File: src/rtl/classical_room_pkg.sv
// Shared types and constants for the read-once slot bank and its LFSR.
package classical_room_pkg;

  typedef enum logic [1:0] {
    SLOT_EMPTY     = 2'd0,
    SLOT_ARMED     = 2'd1,
    SLOT_COLLAPSED = 2'd2
  } slot_state_t;

  typedef enum logic [1:0] {
    BANK_RUN   = 2'd0,
    BANK_SCRUB = 2'd1,
    BANK_DEAD  = 2'd2
  } bank_state_t;

  localparam logic [31:0] DEFAULT_SEED = 32'h0000_00A5;

  // Galois right-shift masks for maximal-length sequences.
  function automatic logic [31:0] lfsr_taps(input int width);
    case (width)
      8:       return 32'h0000_00B8;
      16:      return 32'h0000_B400;
      32:      return 32'h8020_0003;
      default: return 32'h0000_0000;
    endcase
  endfunction

endpackage

File: src/rtl/classical_lfsr.sv
// Free-running maximal-length Galois LFSR; a nonzero seed keeps it off the all-zero state.
module classical_lfsr
  import classical_room_pkg::*;
#(
  parameter int               WIDTH = 8,
  parameter logic [WIDTH-1:0] SEED  = DEFAULT_SEED[WIDTH-1:0]
) (
  input  logic             clk,
  input  logic             reset_n,
  output logic [WIDTH-1:0] o_value
);

  localparam logic [31:0]      TAPS_FULL = lfsr_taps(WIDTH);
  localparam logic [WIDTH-1:0] TAPS      = TAPS_FULL[WIDTH-1:0];

  logic [WIDTH-1:0] r_lfsr;

  always_ff @(posedge clk or negedge reset_n) begin
    if (!reset_n) begin
      r_lfsr <= SEED;
    end else begin
      r_lfsr <= (r_lfsr >> 1) ^ (r_lfsr[0] ? TAPS : '0);
    end
  end

  assign o_value = r_lfsr;

endmodule

File: src/rtl/classical_room_bank.sv
// Bank of read-once slots: a provisioned value is released once, then the slot collapses.
//   state | meaning
//   RUN   | normal provisioning and reads
//   SCRUB | zeroizing one slot per cycle after kill
//   DEAD  | all slots collapsed, everything refused until reset
module classical_room_bank
  import classical_room_pkg::*;
#(
  parameter int               WIDTH         = 8,
  parameter int               SLOTS         = 4,
  parameter bit               ONE_TIME_INIT = 1'b0,
  parameter logic [WIDTH-1:0] LFSR_SEED     = DEFAULT_SEED[WIDTH-1:0],
  localparam int              SLOT_W        = (SLOTS > 1) ? $clog2(SLOTS) : 1
) (
  input  logic              clk,
  input  logic              reset_n,
  input  logic              init,
  input  logic [SLOT_W-1:0] init_slot,
  input  logic [WIDTH-1:0]  value_in,
  input  logic              read,
  input  logic [SLOT_W-1:0] read_slot,
  input  logic              kill,
  output logic [WIDTH-1:0]  value_out,
  output logic              read_valid,
  output logic              read_reject,
  output logic              pad_enable,
  output logic [SLOTS-1:0]  fuse_blow,
  output logic [SLOTS-1:0]  collapsed,
  output logic              busy,
  output logic              dead
);

  if (!(WIDTH == 8 || WIDTH == 16 || WIDTH == 32)) begin : g_bad_width
    $error("classical_room_bank: WIDTH must be 8, 16 or 32");
  end
  if (SLOTS < 2 || SLOTS > 16) begin : g_bad_slots
    $error("classical_room_bank: SLOTS must be in 2..16");
  end
  if (LFSR_SEED == '0) begin : g_bad_seed
    $error("classical_room_bank: LFSR_SEED must be nonzero");
  end

  localparam logic [SLOT_W:0]   SLOTS_X  = (SLOT_W + 1)'(SLOTS);
  localparam logic [SLOT_W-1:0] LAST_IDX = SLOT_W'(SLOTS - 1);

  logic [WIDTH-1:0]  w_lfsr;
  logic [WIDTH-1:0]  r_data [SLOTS];
  slot_state_t       r_state [SLOTS];
  bank_state_t       r_bank;
  logic [SLOT_W-1:0] r_scrub_idx;
  logic [WIDTH-1:0]  r_value;
  logic              r_valid;
  logic              r_reject;
  logic [SLOTS-1:0]  r_fuse;

  logic w_run;
  logic w_rd_hit;
  logic w_init_ok;

  classical_lfsr #(
    .WIDTH (WIDTH),
    .SEED  (LFSR_SEED)
  ) u_lfsr (
    .clk     (clk),
    .reset_n (reset_n),
    .o_value (w_lfsr)
  );

  // A kill in the same cycle pre-empts any read or init.
  assign w_run    = (r_bank == BANK_RUN) && !kill;
  assign w_rd_hit = read && w_run && ({1'b0, read_slot} < SLOTS_X)
                    && (r_state[read_slot] == SLOT_ARMED);
  // A colliding successful read wins; the init to that slot is dropped.
  assign w_init_ok = init && w_run && ({1'b0, init_slot} < SLOTS_X)
                     && !(w_rd_hit && (init_slot == read_slot))
                     && (!ONE_TIME_INIT || (r_state[init_slot] != SLOT_COLLAPSED));

  always_ff @(posedge clk or negedge reset_n) begin
    if (!reset_n) begin
      r_bank      <= BANK_RUN;
      r_scrub_idx <= '0;
      r_value     <= '0;
      r_valid     <= 1'b0;
      r_reject    <= 1'b0;
      r_fuse      <= '0;
      for (int i = 0; i < SLOTS; i++) begin
        r_data[i]  <= '0;
        r_state[i] <= SLOT_EMPTY;
      end
    end else begin
      r_value  <= w_lfsr;
      r_valid  <= 1'b0;
      r_reject <= 1'b0;
      r_fuse   <= '0;
      case (r_bank)
        BANK_RUN: begin
          if (kill) begin
            r_bank      <= BANK_SCRUB;
            r_scrub_idx <= '0;
            r_reject    <= read;
          end else begin
            if (w_init_ok) begin
              r_data[init_slot]  <= value_in;
              r_state[init_slot] <= SLOT_ARMED;
            end
            if (w_rd_hit) begin
              r_valid            <= 1'b1;
              r_value            <= r_data[read_slot];
              r_fuse[read_slot]  <= 1'b1;
              r_data[read_slot]  <= w_lfsr;
              r_state[read_slot] <= SLOT_COLLAPSED;
            end else begin
              r_reject <= read;
            end
          end
        end
        BANK_SCRUB: begin
          r_data[r_scrub_idx]  <= w_lfsr;
          r_state[r_scrub_idx] <= SLOT_COLLAPSED;
          r_reject             <= read;
          if (r_scrub_idx == LAST_IDX) begin
            r_bank <= BANK_DEAD;
          end else begin
            r_scrub_idx <= r_scrub_idx + SLOT_W'(1);
          end
        end
        default: begin
          r_reject <= read;
        end
      endcase
    end
  end

  always_comb begin
    collapsed = '0;
    for (int i = 0; i < SLOTS; i++) begin
      collapsed[i] = (r_state[i] == SLOT_COLLAPSED);
    end
  end

  assign value_out   = r_value;
  assign read_valid  = r_valid;
  assign read_reject = r_reject;
  assign pad_enable  = r_valid;
  assign fuse_blow   = r_fuse;
  assign busy        = (r_bank == BANK_SCRUB);
  assign dead        = (r_bank == BANK_DEAD);

endmodule
File: config.mk
export PLATFORM = sky130hd
export DESIGN_NAME = classical_room_bank
export DESIGN_NICKNAME = d
export VERILOG_FILES = /design/src/rtl/classical_room_pkg.sv /design/src/rtl/classical_lfsr.sv /design/src/rtl/classical_room_bank.sv
export SDC_FILE = /design/constraint.sdc
export NUM_CORES = 1
export LEC_CHECK = 0
export ABC_AREA = 1
export CAP_MARGIN = 20
export CELL_PAD_IN_SITES_DETAIL_PLACEMENT = 1
export CELL_PAD_IN_SITES_GLOBAL_PLACEMENT = 1
export CORE_MARGIN = 2
export CORE_UTILIZATION = 45
export CTS_BUF_LIST = sky130_fd_sc_hd__clkbuf_16
export DETAILED_ROUTE_END_ITERATION = 10
export PLACE_DENSITY = 0.95
export SLEW_MARGIN = 5
export SYNTH_ARGS = -nofsm -noshare
export SYNTH_HDL_FRONTEND = slang
export SYNTH_HIERARCHICAL = 1
export SYNTH_SLANG_ARGS = --single-unit
export TNS_END_PERCENT = 30
File: constraint.sdc
create_clock -name clk -period 2.66 [get_ports clk]
set_input_delay 0.532 -clock clk [delete_from_list [all_inputs] [get_ports clk]]
set_output_delay 0.532 -clock clk [all_outputs]
set_load 0.005 [all_outputs]
==> results of run 1 <==
## cell families after synthesis
logic type	Yosys count
buffers and inverters	109
DFF	66
and+or+nand+nor	340
adders and majority gates	4
AOI/OAI and AO/OA	107
## cell type report
cell class | count | share of cell area
well taps | 129 | 0.0312
repair buffers | 58 | 0.108
multi-input cells | 451 | 0.415
clock inverters | 7 | 0.0133
clock buffers | 9 | 0.0435
flip-flops and latches | 66 | 0.320
inverters | 94 | 0.0695
## cells in the mapped netlist (2+ instances only)
| cell | count |
|---|---|
| a21oi_1 | 57 |
| a21oi_2 | 9 |
| a22oi_1 | 8 |
| buf_2 | 4 |
| buf_6 | 4 |
| clkbuf_1 | 4 |
| dfrtp_1 | 62 |
| dfstp_2 | 4 |
| ha_1 | 4 |
| inv_1 | 84 |
| inv_2 | 6 |
| inv_4 | 3 |
| nand2_1 | 185 |
| nand2_8 | 2 |
| nand3_1 | 34 |
| nand3_2 | 3 |
| nand4_2 | 2 |
| nor2_1 | 102 |
| nor2_4 | 3 |
| nor2_8 | 2 |
| o211ai_1 | 3 |
| o21a_1 | 2 |
| o21ai_0 | 18 |
| o22ai_1 | 8 |
| or2_2 | 2 |
## power by group
part	internal, mW	switching, mW
Combinational	0.680	1.15
Sequential	1.27	0.273
Clock	0.725	0.525
## state kept, by name, summed over array words and instances (netlist names)
register / cells
fuse_blow: 4
r_bank: 2
u_lfsr/o_value: 8
r_state: 8
r_scrub_idx: 2
r_data: 32
value_out: 8
pad_enable: 1
read_reject: 1
## per-stage QoR
stage                     worst slack (ns)  cells  area, um^2
final                                0.168    814        5180
after global routing                0.0159    814        5180
after CTS                            0.192    814        5180
after detailed placement            0.0113    798        4890
after global placement               0.125    798        4890
after floorplan                      0.833    626        4270
## routing by layer
layer	wire length, um	vias to the layer above
li1	-	2069
met1	6530	2305
met2	8020	211
met3	1250	61
met4	611	0
met5	0	-
## how the worst min path moves through the flow
stage                                start                           to  slack (ns)  depth (start not counted)
6_report                           reset_n       r_state[2]$_DFFE_PN0P_        0.20                          2
5_1_grt                            reset_n       r_state[2]$_DFFE_PN0P_        0.25                          2
4_1_cts                            reset_n        r_data[8]$_DFFE_PN0P_        0.22                          2
3_5_place_dp   u_lfsr/o_value[3]$_DFF_PN0_  u_lfsr/o_value[2]$_DFF_PN1_        0.39                          0
3_3_place_gp   u_lfsr/o_value[3]$_DFF_PN0_  u_lfsr/o_value[2]$_DFF_PN1_        0.38                          0
2_1_floorplan                      reset_n       fuse_blow[0]$_DFF_PN0_        0.24                          0
## worst max-delay path, stage by stage
cell,delay [ns]
clkdlybuf4s50_1,0.52
buf_12,0.16
inv_2,0.07
nand2_1,0.08
nand2_1,0.07
nand2_1,0.06
nand2_1,0.11
nand4_2,0.21
buf_4,0.32
nand3_1,0.12
nand2_1,0.14
inv_1,0.09
nand2_1,0.07
nand2_1,0.08
a21oi_2,0.13
==> results.md, run 1 <==
- Compound-Gate Fraction of Synth Area: 0.145
- Fmax achieved: 401 MHz
- Most area-consuming cells after synthesis: dfrtp_1 36%, nand2_1 16%, nor2_1 9.0%
- Root Buffer: clkbuf_16
- PortBufs: 37
- Cell taking the most area after synthesis: dfrtp_1
- RSZ-0062 raised after global routing: false
- Site Rows: 35
- Seq/Total Area, Yosys: 0.388
- Global-route wire length before repair: 26.2 mm
- Synth Area in Adders: 0.0117
- Number of synthesized flops with an enable pin: 0
- Layout cells sized above 1: 0.114
- Final ANT Viol Nets: 0
- Hold Slack: a little under 0.2 ns
- Clock skew: 0.0123 ns
- Fillers: 1204
- Post-synthesis simple-gate area fraction: 0.346
- HP Class: primary input to asynchronous set/reset pin
- Final min period: 2.49 ns
- Maximum Capacitance Violations: 0
- Reg2reg setup slack: about 0.52 ns
- P_leak: 2.69 nW
- Synth Instances: roughly 630
- Period utilization: 0.937
- Top_reg_cell synth: dfrtp_1
- Synth cell types: 36
- Resized Gates After CTS: 0
- Core Region: just over 9000 um^2
- Power, Total: 4.63 mW
- Commonest non-fill, non-tap cell in the layout: nand2_1
- GP Congestion: around 0.92
- Pwr Density: between 800 and 900 nW/um^2
- Initial core utilization: 0.462
- Antenna violations before repair: 0
- Avg WL per Cell: approximately 20 um
- Worst Setup End Kind: flip-flop
- Post-CTS Setup Inserts: 0
- Startpoint Class: primary input
- Worst Setup SP: read_slot[0]
- Clock transition at path regs: 0.07 ns
- Routing usage on met3: 0.0635
- Worst skew pair latency: 0.35 ns
- I/O pin count: 38
- Synth Area per Inst: ~6.8 um^2
- DRT Wirelength: between 15 and 20 mm
- Util after Layout: 0.561
- Final #Nets: 701
- # setup viols final: 0
- Final hold vios: 0
- Vias per cell: 5.71
- Synth Warn #: 6
- Met1 GRT Util: 0.424
- Die W: between 100 and 150 um
- Combined area of the multi-input logic cells: 2150 um^2
- Mapped Nets: 647
- CTS sink count: 66
- Max H-tree Level: 3
- Hold buffer count at CTS: 0
- TritonCTS buffer count: 9
- Critical path required time: slightly below 3 ns
- Post-synthesis cell area: between 4000 and 5000 um^2
- Critical Path AT: about 2.8 ns
- Async SR Flop Fraction: 1.00
- Reg2Reg Launch Point: r_bank[1]$_DFFE_PN0P_
- Final Slew Violations: 0
- Max IR drop VDD: around 0.39 mV
- Largest net degree at the start of global routing: 67
- CTS max path bufs: 2
- M2 GR Usage: 0.554
- FF-to-FF End: r_data[16]$_DFFE_PN0P_
- Die Height: 101 um
- Via count: 4646
- Setup_tns: 0 ns
- Commonest cells after routing, fill and taps aside: 185 x nand2_1, 101 x nor2_1, 84 x inv_1, 62 x dfrtp_1, 57 x a21oi_1
- Register bit total from synthesis: between 60 and 70
- Most Used Layer, Global Route: met2
- Initial DRC Count: between 300 and 400
- Register area: 1660 um^2
- Ant. Diodes: 0
- Tot GR Track Use: 0.338
- Post-synthesis mux area share: 0
- Crit path max fanout: 24
- Post-Synth XOR/XNOR Area: 0
- DP HPWL: ~11 mm
- Area growth syn-to-layout: 21.4%
- Cells on worst reg2reg path: 11
- Number of global-route vias before repair: slightly below 5000
- CTS tree: yes
- Drt drc: 0
- Status: completed
- Global route overflow: 0
- Die Area: 10300 um^2
- Area share of the largest cell type after synthesis: 0.363
- Critical Path Sink: r_data[16]$_DFFE_PN0P_
- Largest family of logic cells by synthesized area: simple AND/OR/NAND/NOR gates
- Slew @ Worst Pin: roughly 0.43 ns
- Drt first pass iters: 6
- Slew HR: 0.715
- Setup CP Type: primary input to flip-flop
(Power assumes the default switching activity.)
==> run 2, diff against run 1 <==
- SKIP_LAST_GASP: default -> 1
==> results of run 2 <==
Final layout, timing and power as in run 1 (identical DEF).
==> run 3, diff against run 2 <==
- CORE_UTILIZATION: 45 -> 50
- DONT_BUFFER_PORTS: default -> 1
==> results.md, run 3 (synthesis gave the netlist of run 1 again) <==
- Startpoint Class: flip-flop (was primary input)
- Slew HR: 0.616 (was 0.715)
- Hold Slack: 0.0440 ns (was 0.197 ns)
- Post-CTS Setup Inserts: 0 (unchanged)
- Final min period: 2.39 ns (was 2.49 ns)
- Antenna violations before repair: 0 (unchanged)
- GP Congestion: 0.941 (was 0.919)
- Die Height: 96.4 um (was 101 um)
- Initial DRC Count: 359 (was 370)
- Final Slew Violations: 0 (unchanged)
- Critical Path AT: 2.61 ns (was 2.77 ns)
- Max IR drop VDD: 0.579 mV (was 0.394 mV)
- Critical path required time: 2.88 ns (was 2.93 ns)
- Root Buffer: clkbuf_16 (unchanged)
- Period utilization: 0.899 (was 0.937)
- Final hold vios: 0 (unchanged)
- Largest reg by FF count: r_data (unchanged)
- Commonest cells after routing, fill and taps aside: 185 x nand2_1, 101 x nor2_1, 87 x inv_1, 62 x dfrtp_1, 57 x a21oi_1 (was 185 x nand2_1, 101 x nor2_1, 84 x inv_1, 62 x dfrtp_1, 57 x a21oi_1)
- Drt drc: 0 (unchanged)
- CTS sink count: 66 (unchanged)
- Commonest non-fill, non-tap cell in the layout: nand2_1 (unchanged)
- Pwr Density: 911 nW/um^2 (was 893 nW/um^2)
- PortBufs: 0 (was 37)
- Global route overflow: 0 (unchanged)
- Max reg flops: 32 (unchanged)
- Setup CP Type: flip-flop to flip-flop (was primary input to flip-flop)
- Placed cells: 721 (was 798)
- I/O pin count: 38 (unchanged)
- Setup_tns: 0 ns (unchanged)
- Max H-tree Level: 3 (unchanged)
- Ant. Diodes: 0 (unchanged)
- Global-route wire length before repair: 25.7 mm (was 26.2 mm)
- Via count: 4495 (was 4646)
- Vias per cell: 6.09 (was 5.71)
- Slew @ Worst Pin: 0.576 ns (was 0.426 ns)
- Tot GR Track Use: 0.375 (was 0.338)
- Worst Setup End Kind: flip-flop (unchanged)
- P_leak: 2.46 nW (was 2.69 nW)
- Largest net degree at the start of global routing: 63 (was 67)
- Status: completed (unchanged)
- Die Area: 9290 um^2 (was 10300 um^2)
- Layout cells sized above 1: 0.0916 (was 0.114)
- Number of global-route vias before repair: 4771 (was 4893)
- Core Region: 8260 um^2 (was 9240 um^2)
- Maximum Capacitance Violations: 0 (unchanged)
- Fmax achieved: 418 MHz (was 401 MHz)
- RSZ-0062 raised after global routing: false (unchanged)
- Site Rows: 33 (was 35)
- Initial core utilization: 0.517 (was 0.462)
- Post-Layout Cell Count: 738 (was 814)
- Area growth syn-to-layout: 8.18% (was 21.4%)
- Clock skew: 0.00751 ns (was 0.0123 ns)
- # setup viols final: 0 (unchanged)
- Final #Nets: 649 (was 701)
- Crit path max fanout: 16 (was 24)
- Worst skew pair latency: 0.34 ns (was 0.35 ns)
- Die W: 96.4 um (was 101 um)
- CTS tree: yes (unchanged)
- DP HPWL: 10.6 mm (was 10.7 mm)
- TritonCTS buffer count: 9 (unchanged)
- Final ANT Viol Nets: 0 (unchanged)
- Clock transition at path regs: 0.06 ns (was 0.07 ns)
- DRT Wirelength: 16.1 mm (was 16.4 mm)
- Drt first pass iters: 5 (was 6)
- Avg WL per Cell: 21.9 um (was 20.1 um)
- CTS max path bufs: 2 (unchanged)
- HP Class: primary input to asynchronous set/reset pin (unchanged)
-- run 3: final timing paths --
kind	start	end	slack (ns)	cells after the start
max	r_bank[0]$_DFFE_PN0P_	r_data[20]$_DFFE_PN0P_	0.27	8
min reg2reg	u_lfsr/o_value[3]$_DFF_PN0_	u_lfsr/o_value[2]$_DFF_PN1_	0.40	0
min	reset_n	u_lfsr/o_value[5]$_DFF_PN1_	0.04	0
min in group clk	read	read_reject$_DFF_PN0_	0.35	2
max reg2reg	r_bank[0]$_DFFE_PN0P_	r_data[20]$_DFFE_PN0P_	0.27	8
max in group asynchronous	reset_n	r_data[14]$_DFFE_PN0P_	2.30	1
-- run 3: report_power, final --
part           switching, mW  total (mW)  leakage [nW]  internal [mW]
registers              0.281        1.55         0.803           1.27
clock network          0.442        1.05         0.134          0.612
logic                   1.07        1.60          1.53          0.529
-- run 3: area by class of cell --
class | count | area (um^2)
multi-input combinational | 451 | 2150
sequential | 66 | 1660
timing repair buffer | 6 | 65.1
inverter | 94 | 360
clock buffer | 9 | 225
tap | 105 | 131
fill | 1143 | 3640
clock inverter | 7 | 31.3
-- run 3: routing by layer --
metal | vias to the layer above | global-route usage | routed length [um]
li1 | 1966 | - | -
met1 | 2202 | 0.449 | 6340
met2 | 243 | 0.606 | 7480
met3 | 84 | 0.0861 | 1310
met4 | 0 | 0.239 | 1000
met5 | - | 0 | 0
-- run 3: timing repair --
| item | 4_1_cts | 5_1_grt |
|---|---|---|
| hold buffers | 1 | 0 |
| resized for setup | 0 | 0 |
| hold endpoints to repair | 62 | 0 |
-- run 3: worst max-delay path: stages, from the launching register on --
cell,delay (ns)
dfrtp_1,0.38
inv_1,0.15
nor2_4,0.04
inv_1,0.40
nand2_1,0.28
nand2_1,0.47
inv_1,0.29
nor2_1,0.20
a21oi_2,0.05
-- run 3: through the flow --
step | power [mW] | instance area, um^2 | util | setup slack, ns
after floorplan | 2.59 | 4270 | - | 0.833
after global placement | 2.91 | 4330 | 0.525 | 0.492
after detailed placement | 3.03 | 4330 | 0.525 | 0.397
after CTS | 4.14 | 4620 | 0.559 | 0.363
after global routing | 4.47 | 4620 | 0.559 | 0.108
final | 4.21 | 4620 | 0.559 | 0.268
